**src/rtl/mem_arb_pkg.sv**
```systemverilog
// Shared definitions for the memory port arbiter: FSM states, requester ids
// and the byte-to-word address helper used by the hazard comparator.
package mem_arb_pkg;

  typedef enum logic [1:0] {
    IDLE  = 2'd0,
    READ  = 2'd1,
    WRITE = 2'd2
  } state_t;

  localparam logic PORT_IC = 1'b0;
  localparam logic PORT_DC = 1'b1;

  // Word address of a byte address (drops the two byte-lane bits).
  function automatic logic [31:0] word_addr(input logic [31:0] byte_addr);
    return byte_addr >> 2;
  endfunction

endpackage

```
**src/rtl/wbuf_fifo.sv**
```systemverilog
// Write-through byte buffer: circular storage with a count, full/empty flags
// and a parallel word-address match against a query address that also covers
// the entry being pushed in the current cycle.
module wbuf_fifo
  import mem_arb_pkg::*;
#(
  parameter int ADDR_W = 13,
  parameter int DEPTH  = 4
) (
  input  logic              clk,
  input  logic              reset,
  input  logic              i_push,
  input  logic [ADDR_W-1:0] i_push_addr,
  input  logic [7:0]        i_push_data,
  input  logic              i_pop,
  input  logic [ADDR_W-1:0] i_query_addr,
  output logic [ADDR_W-1:0] o_head_addr,
  output logic [7:0]        o_head_data,
  output logic              o_full,
  output logic              o_empty,
  output logic              o_match
);

  localparam int PTR_W = $clog2(DEPTH);
  localparam int CNT_W = PTR_W + 1;

  logic [ADDR_W-1:0] r_addr [DEPTH];
  logic [7:0]        r_data [DEPTH];
  logic [DEPTH-1:0]  r_valid;
  logic [PTR_W-1:0]  r_wr_ptr;
  logic [PTR_W-1:0]  r_rd_ptr;
  logic [CNT_W-1:0]  r_count;
  logic [DEPTH-1:0]  w_hit;
  logic              w_push_hit;

  // Entry storage; contents need no reset because r_valid qualifies them.
  always_ff @(posedge clk) begin
    if (i_push) begin
      r_addr[r_wr_ptr] <= i_push_addr;
      r_data[r_wr_ptr] <= i_push_data;
    end
  end

  // Pointers, count and per-slot valid bits. When full, push and pop hit the
  // same slot; the push is applied last so the slot stays valid.
  always_ff @(posedge clk or posedge reset) begin
    if (reset) begin
      r_wr_ptr <= '0;
      r_rd_ptr <= '0;
      r_count  <= '0;
      r_valid  <= '0;
    end else begin
      if (i_pop) begin
        r_valid[r_rd_ptr] <= 1'b0;
        r_rd_ptr          <= r_rd_ptr + 1'b1;
      end
      if (i_push) begin
        r_valid[r_wr_ptr] <= 1'b1;
        r_wr_ptr          <= r_wr_ptr + 1'b1;
      end
      case ({i_push, i_pop})
        2'b10:   r_count <= r_count + 1'b1;
        2'b01:   r_count <= r_count - 1'b1;
        default: r_count <= r_count;
      endcase
    end
  end

  // One word-address comparator per slot.
  generate
    for (genvar gi = 0; gi < DEPTH; gi++) begin : g_match
      assign w_hit[gi] = r_valid[gi] &&
                         (word_addr(32'(r_addr[gi])) == word_addr(32'(i_query_addr)));
    end
  endgenerate

  assign w_push_hit  = i_push && (word_addr(32'(i_push_addr)) == word_addr(32'(i_query_addr)));
  assign o_match     = (|w_hit) || w_push_hit;
  assign o_head_addr = r_addr[r_rd_ptr];
  assign o_head_data = r_data[r_rd_ptr];
  assign o_full      = (r_count == CNT_W'(DEPTH));
  assign o_empty     = (r_count == '0);

endmodule

```
**src/rtl/mem_port_arbiter.sv**
```systemverilog
// Shares one memory port between icache refills and dcache refills plus
// buffered write-through bytes, keeping reads behind older writes to the
// same word.
module mem_port_arbiter
  import mem_arb_pkg::*;
#(
  parameter int ADDR_W     = 13,
  parameter int WBUF_DEPTH = 4
) (
  input  logic              clk,
  input  logic              reset,
  input  logic              ic_rreq,
  input  logic [ADDR_W-1:0] ic_raddr,
  output logic [31:0]       ic_rdata,
  output logic              ic_rvalid,
  input  logic              dc_rreq,
  input  logic [ADDR_W-1:0] dc_raddr,
  output logic [31:0]       dc_rdata,
  output logic              dc_rvalid,
  input  logic              dc_wreq,
  input  logic [ADDR_W-1:0] dc_waddr,
  input  logic [7:0]        dc_wdata,
  output logic              wbuf_full,
  output logic              wbuf_overflow,
  output logic              mem_req,
  output logic              mem_we,
  output logic [ADDR_W-1:0] mem_addr,
  output logic [7:0]        mem_wdata,
  input  logic [31:0]       mem_rdata,
  input  logic              mem_rvalid,
  input  logic              mem_wack
);

  state_t            r_state, w_state_next;
  logic              r_mem_req, w_mem_req_next;
  logic              r_mem_we, w_mem_we_next;
  logic [ADDR_W-1:0] r_mem_addr, w_mem_addr_next;
  logic [7:0]        r_mem_wdata, w_mem_wdata_next;
  logic [31:0]       r_ic_rdata, w_ic_rdata_next;
  logic [31:0]       r_dc_rdata, w_dc_rdata_next;
  logic              r_ic_rvalid, w_ic_rvalid_next;
  logic              r_dc_rvalid, w_dc_rvalid_next;
  logic              r_rr_last, w_rr_last_next;
  logic              r_grant, w_grant_next;
  logic              r_overflow;

  logic              w_ic_cand, w_dc_cand, w_cand_valid, w_cand_port;
  logic [ADDR_W-1:0] w_cand_addr, w_head_addr, w_issue_addr;
  logic [7:0]        w_head_data, w_issue_data;
  logic              w_push, w_pop, w_full, w_empty, w_match;

  // A requester whose rvalid is pulsing still holds rreq high; mask it.
  assign w_ic_cand    = ic_rreq && !r_ic_rvalid;
  assign w_dc_cand    = dc_rreq && !r_dc_rvalid;
  assign w_cand_valid = w_ic_cand || w_dc_cand;
  assign w_cand_port  = (w_ic_cand && w_dc_cand) ? ~r_rr_last :
                        (w_dc_cand ? PORT_DC : PORT_IC);
  assign w_cand_addr  = (w_cand_port == PORT_DC) ? dc_raddr : ic_raddr;

  // Popping in the same cycle frees the slot, so a push is still taken when full.
  assign w_push = dc_wreq && (!w_full || w_pop);

  // A write forced by a same-cycle push into an empty buffer must issue that push.
  assign w_issue_addr = w_empty ? dc_waddr : w_head_addr;
  assign w_issue_data = w_empty ? dc_wdata : w_head_data;

  wbuf_fifo #(
    .ADDR_W (ADDR_W),
    .DEPTH  (WBUF_DEPTH)
  ) u_wbuf (
    .clk          (clk),
    .reset        (reset),
    .i_push       (w_push),
    .i_push_addr  (dc_waddr),
    .i_push_data  (dc_wdata),
    .i_pop        (w_pop),
    .i_query_addr (w_cand_addr),
    .o_head_addr  (w_head_addr),
    .o_head_data  (w_head_data),
    .o_full       (w_full),
    .o_empty      (w_empty),
    .o_match      (w_match)
  );

  // Next-state and registered-output decisions; writes win on full buffer or hazard.
  always_comb begin
    w_state_next     = r_state;
    w_mem_req_next   = r_mem_req;
    w_mem_we_next    = r_mem_we;
    w_mem_addr_next  = r_mem_addr;
    w_mem_wdata_next = r_mem_wdata;
    w_ic_rdata_next  = r_ic_rdata;
    w_dc_rdata_next  = r_dc_rdata;
    w_ic_rvalid_next = 1'b0;
    w_dc_rvalid_next = 1'b0;
    w_rr_last_next   = r_rr_last;
    w_grant_next     = r_grant;
    w_pop            = 1'b0;
    case (r_state)
      IDLE: begin
        if (w_full || (w_cand_valid && w_match) || (!w_cand_valid && !w_empty)) begin
          w_state_next     = WRITE;
          w_mem_req_next   = 1'b1;
          w_mem_we_next    = 1'b1;
          w_mem_addr_next  = w_issue_addr;
          w_mem_wdata_next = w_issue_data;
        end else if (w_cand_valid) begin
          w_state_next    = READ;
          w_mem_req_next  = 1'b1;
          w_mem_we_next   = 1'b0;
          w_mem_addr_next = w_cand_addr;
          w_rr_last_next  = w_cand_port;
          w_grant_next    = w_cand_port;
        end
      end
      READ: begin
        if (mem_rvalid) begin
          if (r_grant == PORT_IC) begin
            w_ic_rdata_next  = mem_rdata;
            w_ic_rvalid_next = 1'b1;
          end else begin
            w_dc_rdata_next  = mem_rdata;
            w_dc_rvalid_next = 1'b1;
          end
          w_mem_req_next = 1'b0;
          w_state_next   = IDLE;
        end
      end
      WRITE: begin
        if (mem_wack) begin
          w_pop          = 1'b1;
          w_mem_req_next = 1'b0;
          w_mem_we_next  = 1'b0;
          w_state_next   = IDLE;
        end
      end
      default: w_state_next = IDLE;
    endcase
  end

  // State and registered outputs; reset abandons any transaction in flight.
  always_ff @(posedge clk or posedge reset) begin
    if (reset) begin
      r_state     <= IDLE;
      r_mem_req   <= 1'b0;
      r_mem_we    <= 1'b0;
      r_mem_addr  <= '0;
      r_mem_wdata <= '0;
      r_ic_rdata  <= '0;
      r_dc_rdata  <= '0;
      r_ic_rvalid <= 1'b0;
      r_dc_rvalid <= 1'b0;
      r_rr_last   <= PORT_IC;
      r_grant     <= PORT_IC;
      r_overflow  <= 1'b0;
    end else begin
      r_state     <= w_state_next;
      r_mem_req   <= w_mem_req_next;
      r_mem_we    <= w_mem_we_next;
      r_mem_addr  <= w_mem_addr_next;
      r_mem_wdata <= w_mem_wdata_next;
      r_ic_rdata  <= w_ic_rdata_next;
      r_dc_rdata  <= w_dc_rdata_next;
      r_ic_rvalid <= w_ic_rvalid_next;
      r_dc_rvalid <= w_dc_rvalid_next;
      r_rr_last   <= w_rr_last_next;
      r_grant     <= w_grant_next;
      r_overflow  <= r_overflow | (dc_wreq && w_full && !w_pop);
    end
  end

  assign ic_rdata      = r_ic_rdata;
  assign ic_rvalid     = r_ic_rvalid;
  assign dc_rdata      = r_dc_rdata;
  assign dc_rvalid     = r_dc_rvalid;
  assign wbuf_full     = w_full;
  assign wbuf_overflow = r_overflow;
  assign mem_req       = r_mem_req;
  assign mem_we        = r_mem_we;
  assign mem_addr      = r_mem_addr;
  assign mem_wdata     = r_mem_wdata;

endmodule

```
**config.mk**
```make
export PLATFORM = sky130hd
export DESIGN_NAME = mem_port_arbiter
export DESIGN_NICKNAME = d
export VERILOG_FILES = /design/src/rtl/mem_arb_pkg.sv /design/src/rtl/wbuf_fifo.sv /design/src/rtl/mem_port_arbiter.sv
export SDC_FILE = /design/constraint.sdc
export NUM_CORES = 1
export LEC_CHECK = 0
export CAP_MARGIN = 30
export CELL_PAD_IN_SITES_DETAIL_PLACEMENT = 1
export CELL_PAD_IN_SITES_GLOBAL_PLACEMENT = 2
export CORE_MARGIN = 5
export CORE_UTILIZATION = 35
export CTS_BUF_LIST = sky130_fd_sc_hd__clkbuf_16
export CTS_CLUSTER_SIZE = 12
export DETAILED_ROUTE_END_ITERATION = 7
export PLACE_DENSITY_LB_ADDON = 0.1
export SLEW_MARGIN = 40
export SYNTH_ARGS = -nofsm -noshare
export SYNTH_HDL_FRONTEND = slang
export SYNTH_SLANG_ARGS = --single-unit
```
**constraint.sdc**
```tcl
create_clock -name clk -period 8 [get_ports clk]
set_clock_uncertainty 0.1 [all_clocks]
set_input_delay 1.6 -clock clk [delete_from_list [all_inputs] [get_ports clk]]
set_output_delay 1.6 -clock clk [all_outputs]
set_load 0.03 [all_outputs]
```
==> results of run 1 <==
## synthesized netlist by cell type (8+ instances only)
cell      instances
nand2_1         109
dfrtp_1         104
edfxtp_1         84
a21oi_1          39
mux2_2           33
and3_1           29
and2_1           23
mux4_2           21
clkbuf_1         20
inv_1            17
nand3_1          17
xor2_1           17
nor2_1           15
a22o_1           14
ha_1             12
mux2i_1          12
o21ai_0          12
a211o_1          11
nor3_1           10
nor4_1            9
nand4_1           8
## power groups by stage
stage	Combinational (W)	Sequential, W	Clock (W)
floorplan	0.000898	0.00194	0
detailed placement	0.00212	0.00158	0
CTS	0.00213	0.00156	0.000863
global route	0.00224	0.00160	0.000906
global placement	0.00208	0.00156	0
finish	0.00209	0.00155	0.000837
## area by class of cell
type / count / area (µm²)
flip-flops and latches: 188 / 5120
repair buffers: 188 / 1860
well taps: 324 / 405
multi-input cells: 457 / 3330
fillers: 2542 / 13000
inverters: 17 / 66.3
clock inverters: 15 / 148
clock buffers: 17 / 425
## sequential cells by signal (all words and copies together), names as in the netlist, 2 cells and up
name             cells
u_wbuf.r_addr       52
dc_rdata            32
ic_rdata            32
u_wbuf.r_data       32
mem_addr            13
mem_wdata            8
u_wbuf.r_valid       4
u_wbuf.r_count       3
r_state              2
u_wbuf.r_rd_ptr      2
u_wbuf.r_wr_ptr      2
## per-stage QoR
step,utilization,instances,hold slack (ns),power (W)
floorplan,-,698,0.343,0.00283
global placement,0.442,1174,0.358,0.00363
detailed placement,0.442,1174,0.369,0.00369
CTS,0.466,1206,0.389,0.00455
global route,0.466,1206,0.410,0.00474
finish,0.466,1206,0.382,0.00448
## worst max path at each step
stage / start / end
2_1_floorplan: reset / dc_rdata[0]
5_1_grt: ic_rreq / mem_addr[5]
3_3_place_gp: ic_rreq / mem_addr[11]
4_1_cts: ic_rreq / mem_addr[5]
6_report: ic_rreq / mem_addr[5]
3_5_place_dp: ic_rreq / mem_addr[5]
## cell families (layout without fill, tap and decap cells)
kind of cell / Yosys count / count (layout) / share of synthesized area
AO/OA/AOI/OAI: 114 / 114 / 0.0900
XOR/XNOR: 24 / 24 / 0.0242
adder cells (fa/ha/maj): 13 / 13 / 0.0196
buffers and inverters: 53 / 237 / 0.0282
flip-flops: 188 / 188 / 0.590
multiplexers: 66 / 66 / 0.111
AND/OR/NAND/NOR: 240 / 240 / 0.137
## layer usage
layer,part of all wire,routed length (µm),up-vias,global-route usage
li1,-,-,2881,-
met1,0.43,11500,3268,0.240
met2,0.50,13400,178,0.325
met3,0.047,1240,27,0.0424
met4,0.015,401,2,0.0498
met5,0.00041,11,-,0
## worst max-delay path, delay by kind of cell
| family | cells | cell delay [ns] |
|---|---|---|
| simple gates | 7 | 3.15 |
| buf+inv | 1 | 0.45 |
| compound gates | 2 | 0.38 |
## cells in the final DEF (no fill, tap or decap), drive strengths merged, types with 17 or more instances in the layout
master	count
dfrtp	104
inv	26
mux4	21
nand2	109
o21ai	22
and3	29
edfxtp	84
clkbuf	17
a21oi	42
mux2	33
xor2	17
and2	23
clkdlybuf4s50	176
nand3	18
==> results.md, run 1 <==
- Share of layout cells above drive strength 1: 0.130
- First-pass GRT wire length: around 40000 µm
- Setup violations, final: 0
- Reg2Reg Capture Point: mem_addr[5]
- Detailed placement HPWL: 18600 µm
- Io pins: between 150 and 200
- Fmax: 187 MHz
- Post-place setup slack: 2.24 ns
- Clock slew at reported path FFs: 0.07 ns
- Cell Chain, Critical Path: clkdlybuf4s50_1, nand3b_1, nand3_1, and3_1, or4_1, nor4_2, a211oi_2, nand3_2, and2_1, a211o_1
- Largest net degree at the start of global routing: 66
- Sequential share of power: 0.346
- Avg Inst Size Synth: 12.4 µm²
- Most area-hungry cell type in the Yosys netlist: dfrtp_1
- Count of pins over their slew limit: 0
- Clock Tree Buf Depth: 2
- Worst hold path depth: 2
- Most used DFF post-synth: dfrtp_1
- WL/cell: 22.0 µm
- Later-pin clock latency in the skew report: 0.43 ns
- Peak supply drop: 0.174 mV
- Hold path start: ic_rdata[13]
- Via-per-instance ratio: approximately 5.3
- Leak: 4.64 nW
- Grt ovf: 0
- Top-area cell type share of the netlist area: 0.299
- ANT cells: 0
- R2R setup slack: 3.86 ns
- Final worst setup slack: 2.65 ns
- Final cycle utilization of the critical path: 0.668
- Vias in the first global route: 6968
- Critical Path RT: around 8.3 ns
- Placement Cell Area: 0.0108 mm²
- Die width: 168 µm
- Pwr per Cell Area: 395 mW/mm²
- Syn Nets: 797
- Final wirelength: around 27000 µm
- R2R Path Start: r_grant
- CP startpoint kind: input pin
- Internal Pwr Total: ~0.0027 W
- Root buf cell: clkbuf_16
- Post-synth ARST share: 0.553
- Crit path time final: 5.35 ns
- Setup repair bufs after CTS: 0
- Leading post-synthesis cells by cell area: dfrtp_1 30%, edfxtp_1 29%, mux4_2 5.4%
- Slowest-stage cell, CP: and2_1
- Hold Path End: ic_rdata[13]
- Switch Pwr: 0.00183 W
- CTS tree: built
- Max Cap Violations: 0
- Number of synthesized register bits: 188
- Final-report hold violation count: 0
- Gate power share: 0.467
- Worst slew pin tran: 0.779 ns
- Worst min path class: flip-flop to flip-flop
- GRT Total Usage: 0.188
- Post-Synthesis Cell Area: 0.00869 mm²
- Sw Ratio: 0.407
- Post-synth EDFFs: 84
- Final Cell Area: 0.0114 mm²
- Final GP Congestion: about 0.85
- Core Footprint: 0.0244 mm²
- CP endpoint kind: flip-flop
- Inserted Clock Buffers: 17
- Die area: between 0.02 and 0.03 mm²
- Chip height: approximately 170 µm
- Layout Nets: 968
- Worst rel slew slack: 0.479
- ANT nets after route: 0
- Mapped Cells: 698
- Outcome: finished clean
- Initial Util: 0.356
- Worst r2r path cells: 9
- Critical path fanouts, max: 15
- Ys Warns: 0
- # rows: 57
- Iter 0 DRT Violations: 304
- DRC viols: 0
- Worst path arrival time: 5.61 ns
- Sink Count: between 150 and 200
- Port-buffer cells: 176
- 1st-pass router iterations: 5
- Via Count: between 6000 and 7000
- Yosys cell types: 52
- Post-CTS Hold Fix Bufs: 0
- Area grow syn2layout: 30.7%
- Clock Power Share: 0.187
- RSZ-0062 raised after global routing: no
- Setup_tns: 0 ns
- Sequential share of the synthesized area: 0.590
- CP max stage delay: 0.64 ns
- WS Path Type: input pin to flip-flop
- Initial antenna violation count: 1
- H-tree Lvls: 4
- Post-cts resize count: 0
Power figures use the tool's default switching activity.
==> run 2: changes to the inputs <==
Settings changed: CORE_UTILIZATION 35 to 31.
Clock period 8 ns to 4.5 ns, I/O delays scaled along.
==> run 2 against run 1 <==
Effect of this change: critical path depth grew 1; clock power grew 80%; combinational power grew 79%; first-iteration DRC count grew 25%; critical path type unchanged; largest cell class unchanged.
==> results.md, run 2 (synthesized netlist as in run 1, its figures left out) <==
- WS Path Type: input pin to flip-flop (unchanged)
- Initial Util: 0.314 (was 0.356)
- Max reg flops: 52 (unchanged)
- Die area: 0.0315 mm² (was 0.0281 mm²)
- GRT Total Usage: 0.175 (was 0.188)
- Critical Path RT: 4.77 ns (was 8.26 ns)
- Setup repair bufs after CTS: 0 (unchanged)
- Clock Power Share: 0.188 (was 0.187)
- CP startpoint kind: input pin (unchanged)
- RSZ-0062 raised after global routing: no (unchanged)
- First-pass GRT wire length: 41900 µm (was 40800 µm)
- Final cycle utilization of the critical path: 0.884
- Crit path from: dc_rreq (was ic_rreq)
- Final GP Congestion: 0.840 (was 0.847)
- Max Cap Violations: 0 (unchanged)
- Final wirelength: 27400 µm (was 26500 µm)
- Iter 0 DRT Violations: 380 (was 304)
- Final worst setup slack: 0.523 ns (was 2.65 ns)
- CP endpoint kind: flip-flop (unchanged)
- Switch Pwr: 0.00327 W (was 0.00183 W)
- Crit path time final: about 4.0 ns
- Largest net degree at the start of global routing: 64 (was 66)
- Fmax: 251 MHz
- Sw Ratio: 0.407 (about the same)
- Outcome: finished clean (unchanged)
- Sink Count: 188 (unchanged)
- Sequential share of power: 0.346 (about the same)
- Final Power: 0.00804 W (was 0.00448 W)
- M1 GR Usage: 0.226 (was 0.240)
- Worst min path class: flip-flop to flip-flop (unchanged)
- Layout Nets: 981 (was 968)
- DRC viols: 0 (unchanged)
- ANT nets after route: 0 (unchanged)
- Chip height: 177 µm (was 168 µm)
- Final-report hold violation count: 0 (unchanged)
- Worst slew pin tran: 0.717 ns (was 0.779 ns)
- Initial antenna violation count: 0 (was 1)
- Fill count: 2948 (was 2542)
- Met2 usage: 0.298 (was 0.325)
- Critical path fanouts, max: 16 (was 15)
- Worst rel slew slack: 0.522 (was 0.479)
- M3 GR Usage: 0.0413 (was 0.0424)
- Largest register by flop count: u_wbuf.r_addr (unchanged)
- Hold path start: ic_rdata[22] (was ic_rdata[13])
- Post-place setup slack: 0.0803 ns (was 2.24 ns)
- # rows: 61 (was 57)
- Io pins: 177 (unchanged)
- Clock slew at reported path FFs: 0.08 ns (was 0.07 ns)
- Port-buffer cells: 176 (unchanged)
- Die width: 177 µm (was 168 µm)
- Peak supply drop: 0.278 mV (was 0.174 mV)
- H-tree Lvls: 4 (unchanged)
- Inserted Clock Buffers: 17 (unchanged)
- Most frequent cells in the layout: 176 x clkdlybuf4s50_1, 109 x nand2_1, 103 x dfrtp_1 (was 176 x clkdlybuf4s50_1, 109 x nand2_1, 104 x dfrtp_1)
- R2R Path Start: ic_rvalid (was r_grant)
- Share of layout cells above drive strength 1: 0.147 (was 0.130)
- Area grow syn2layout: 32.8% (was 30.7%)
- Global routing's busiest layer: met2 (unchanged)
- Later-pin clock latency in the skew report: 0.44 ns (was 0.43 ns)
- Vias in the first global route: 6911 (was 6968)
- Root buf cell: clkbuf_16 (unchanged)
- Setup_tns: 0 ns (unchanged)
- 1st-pass router iterations: 4 (was 5)
- Placement Cell Area: 0.0110 mm² (was 0.0108 mm²)
- Final Cell Area: 0.0115 mm² (was 0.0114 mm²)
- Detailed placement HPWL: 19900 µm (was 18600 µm)
- Clock Tree Buf Depth: 2 (unchanged)
- Setup violations, final: 0 (unchanged)
- Post-CTS Hold Fix Bufs: 0 (unchanged)
- Commonest non-fill, non-tap cell in the layout: clkdlybuf4s50_1 (unchanged)
- CTS tree: built (unchanged)
- Core Footprint: 0.0277 mm² (was 0.0244 mm²)
- Post-cts resize count: 0 (unchanged)
- Grt ovf: 0 (unchanged)
- ANT cells: 0 (unchanged)
- Count of pins over their slew limit: 0 (unchanged)
- Pwr per Cell Area: 696 mW/mm² (was 395 mW/mm²)
- Gate power share: 0.465 (was 0.467)
- Via Count: 6335 (was 6356)
- Worst path arrival time: 4.25 ns (was 5.61 ns)
- Leak: 4.70 nW (was 4.64 nW)
- WL/cell: 21.5 µm (was 22.0 µm)
- Via-per-instance ratio: 4.98 (was 5.27)
- Internal Pwr Total: 0.00477 W (was 0.00266 W)
==> run 2: area by class of cell <==
| cell class | instances | area (µm²) | area share |
|---|---|---|---|
| Inverter | 17 | 68.8 | 0.00596 |
| Clock buffer | 17 | 425 | 0.0369 |
| Tap cell | 378 | 473 | 0.0410 |
| Multi-Input combinational cell | 457 | 3330 | 0.289 |
| Timing Repair Buffer | 201 | 1960 | 0.170 |
| Sequential cell | 188 | 5130 | 0.444 |
| Clock inverter | 15 | 154 | 0.0133 |
==> run 2: critical path, stage by stage <==
cell and delay, ns:
clkdlybuf4s50_1 0.53, nor2b_1 0.24, buf_12 0.18, nand3_1 0.21, and3_1 0.24, or4_1 0.53
nor4_2 0.31, a211oi_2 0.15, nand3_2 0.13, and2_1 0.60, a211o_1 0.23
==> run 2: layer usage <==
layer  vias to the layer above  routed length, µm
met3                        23               1410
met1                      3243              11800
met4                         0                420
met5                         -                  0
li1                       2922                  -
met2                       147              13800
==> run 2: power groups by stage <==
stage / clock [W] / combinational [W] / sequential (W)
final: 0.00151 / 0.00374 / 0.00278
after floorplan: 0 / 0.00160 / 0.00344
after global routing: 0.00163 / 0.00403 / 0.00286
after detailed placement: 0 / 0.00379 / 0.00283
after global placement: 0 / 0.00373 / 0.00280
after CTS: 0.00156 / 0.00381 / 0.00280
==> run 2: path summary, 6_finish.rpt <==
kind	endpoint	slack (ns)	cells past startpoint
worst max-delay path	mem_addr[2]	0.52	11
worst min-delay path	ic_rdata[22]	0.38	2
worst max register to register	mem_addr[2]	1.11	9
worst min register to register	ic_rdata[22]	0.38	2
max in group asynchronous	u_wbuf.r_rd_ptr[0]	2.63	3
min in group asynchronous	ic_rdata[3]	0.82	2
==> run 2: metrics by stage <==
stage,utilization,instances,hold slack [ns]
after floorplan,-,698,0.343
after global placement,0.395,1241,0.355
after detailed placement,0.396,1241,0.363
after CTS,0.417,1273,0.382
after global routing,0.417,1273,0.400
final,0.417,1273,0.376
==> run 3: changes to the inputs <==
Settings changed: CORE_MARGIN 5 to 4.
==> run 3 against run 2 <==
Effect of this change: combinational power rose by 1%; design area increased by 0.69%; global-route usage grew 0.27 points; critical path depth did not move; register-to-register slack worse by 0.02 ns; hold slack got worse by 0.0012 ns; non-clock buffer count up 1; first-iteration DRC count is 3.9% higher; utilization rose by 0.29 points.
==> results.md, run 3 (synthesized netlist as in run 1, its figures left out) <==
- DR top layer: met4 (unchanged)
- Max reg flops: 52 (unchanged)
- Area grow syn2layout: 33.8% (was 32.8%)
- Placement Cell Area: 0.0110 mm² (about the same)
- Io pins: 177 (unchanged)
- Root buf cell: clkbuf_16 (unchanged)
- Post-CTS Hold Fix Bufs: 0 (unchanged)
- Chip height: 175 µm (was 177 µm)
- Via Count: 6340 (was 6335)
- Commonest non-fill, non-tap cell in the layout: clkdlybuf4s50_1 (unchanged)
- Worst slew pin tran: 0.666 ns (was 0.717 ns)
- Port-buffer cells: 176 (unchanged)
- Metal3 WL: 1030 µm (was 1410 µm)
- DRC viols: 0 (unchanged)
- Inserted Clock Buffers: 17 (unchanged)
- Detailed placement HPWL: 19500 µm (was 19900 µm)
- Initial antenna violation count: 0 (unchanged)
- CTS tree: built (unchanged)
- Layout Nets: 982 (was 981)
- Later-pin clock latency in the skew report: 0.43 ns (was 0.44 ns)
- Hold slack: 0.375 ns (was 0.376 ns)
- Worst r2r path cells: 10 (was 9)
- Final wirelength: 27200 µm (was 27400 µm)
- WS Path Type: input pin to flip-flop (unchanged)
- Setup repair bufs after CTS: 0 (unchanged)
- Largest register by flop count: u_wbuf.r_addr (unchanged)
- # rows: 61 (unchanged)
- Final Power: 0.00807 W (was 0.00804 W)
- 1st-pass router iterations: 5 (was 4)
- R2R Path Start: dc_rvalid (was ic_rvalid)
- Leak: 4.73 nW (was 4.70 nW)
- ANT cells: 0 (unchanged)
- Fmax: 258 MHz (was 251 MHz)
- Worst rel slew slack: 0.556 (was 0.522)
- Hold path start: ic_rdata[5] (was ic_rdata[22])
- Count of pins over their slew limit: 0 (unchanged)
- Final-report hold violation count: 0 (unchanged)
- Setup_tns: 0 ns (unchanged)
- Final cycle utilization of the critical path: 0.862 (was 0.884)
- Post-cts resize count: 0 (unchanged)
- WL/cell: 21.3 µm (was 21.5 µm)
- Met2 Wirelength: 13700 µm (was 13800 µm)
- Most frequent cells in the layout: 176 x clkdlybuf4s50_1, 109 x nand2_1, 103 x dfrtp_1 (unchanged)
- Largest net degree at the start of global routing: 58 (was 64)
- Worst hold path depth: 2 (unchanged)
- H-tree Lvls: 4 (unchanged)
- Pwr per Cell Area: 694 mW/mm² (was 696 mW/mm²)
- RSZ-0062 raised after global routing: no (unchanged)
- CP endpoint kind: flip-flop (unchanged)
- Clock slew at reported path FFs: 0.07 ns (was 0.08 ns)
- Worst path arrival time: 4.09 ns (was 4.25 ns)
- Clock Tree Buf Depth: 2 (unchanged)
- Worst min path class: flip-flop to flip-flop (unchanged)
- CP startpoint kind: input pin (unchanged)
- Hold Path End: ic_rdata[5] (was ic_rdata[22])
- Outcome: finished clean (unchanged)
- Iter 0 DRT Violations: 395 (was 380)
- R2R setup slack: 1.09 ns (was 1.11 ns)
- Initial Util: 0.314 (unchanged)
- GRT Total Usage: 0.178 (was 0.175)
- Finished Layout Cells: 1274 (was 1273)
- Setup violations, final: 0 (unchanged)
- Critical path fanouts, max: 11 (was 16)
- Vias in the first global route: 6893 (was 6911)
- Grt ovf: 0 (unchanged)
- First-pass GRT wire length: 42200 µm (was 41900 µm)
- Die width: 175 µm (was 177 µm)
- Max Cap Violations: 0 (unchanged)
- Placed insts: 1242 (was 1241)
- Sink Count: 188 (unchanged)
- Die area: 0.0308 mm² (was 0.0315 mm²)
- Metal1 wirelength: 12000 µm (was 11800 µm)
- Crit path time final: 3.88 ns (was 3.98 ns)
- Final GP Congestion: 0.822 (was 0.840)
- Via-per-instance ratio: 4.98 (about the same)
- Reg2Reg Capture Point: mem_addr[12] (was mem_addr[2])
- Core Footprint: 0.0277 mm² (unchanged)
- Final Cell Area: 0.0116 mm² (was 0.0115 mm²)
- Critical Path RT: 4.72 ns (was 4.77 ns)
- Share of layout cells above drive strength 1: 0.146 (was 0.147)
- ANT nets after route: 0 (unchanged)
- Peak supply drop: 0.276 mV (was 0.278 mV)
==> run 3: cell count changes in the layout (fill, tap and decap cells not counted), sizes merged <==
cell | before | now
buf | 25 | 26
inv | 24 | 25
clkinvlp | 3 | 1
clkinv | 5 | 6
==> run 3: report_power, final <==
group	switching [W]	total (W)	leakage (nW)	internal, W
registers	0.000392	0.00280	2.03	0.00241
clock network	0.000745	0.00149	0.284	0.000740
logic	0.00212	0.00378	2.42	0.00166
total	0.00326	0.00807	4.73	0.00481
==> run 3: critical path, cell delays in order <==
cell and delay [ns]:
clkdlybuf4s50_1 0.48, nand2b_1 0.34, o21ai_1 0.50, and2_1 0.26
xnor2_1 0.16, nor4_1 0.11, a211oi_2 0.35, nand3_2 0.23
and2_1 0.23, buf_4 0.20, a211o_1 0.30
==> run 3: worst max path at each step <==
stage,endpoint,start,slack (ns)
4_1_cts,mem_addr[8],dc_rreq,0.63
6_report,mem_addr[12],dc_rreq,0.62
2_1_floorplan,dc_rdata[0],reset,0.77
3_5_place_dp,mem_addr[12],dc_rreq,0.18
5_1_grt,mem_addr[8],dc_rreq,0.42
3_3_place_gp,mem_addr[12],dc_rreq,0.29
==> run 3: routing by layer <==
| layer | vias up | global-route usage |
|---|---|---|
| li1 | 2913 | - |
| met1 | 3263 | 0.235 |
| met2 | 141 | 0.306 |
| met3 | 23 | 0.0295 |
| met4 | 0 | 0.0432 |
| met5 | - | 0 |
==> run 3: area by class of cell <==
type	instances	area, µm²
tap	378	473
clock buffer	17	425
fill	2965	16100
sequential	188	5130
inverter	17	68.8
timing repair buffer	202	2040
clock inverter	15	153
multi-input combinational	457	3330
==> run 3: through the flow <==
| step | util | worst slack (ns) |
|---|---|---|
| detailed placement | 0.399 | 0.184 |
| global route | 0.420 | 0.416 |
| finish | 0.420 | 0.621 |
| floorplan | - | 0.768 |
| CTS | 0.419 | 0.632 |
| global placement | 0.398 | 0.285 |
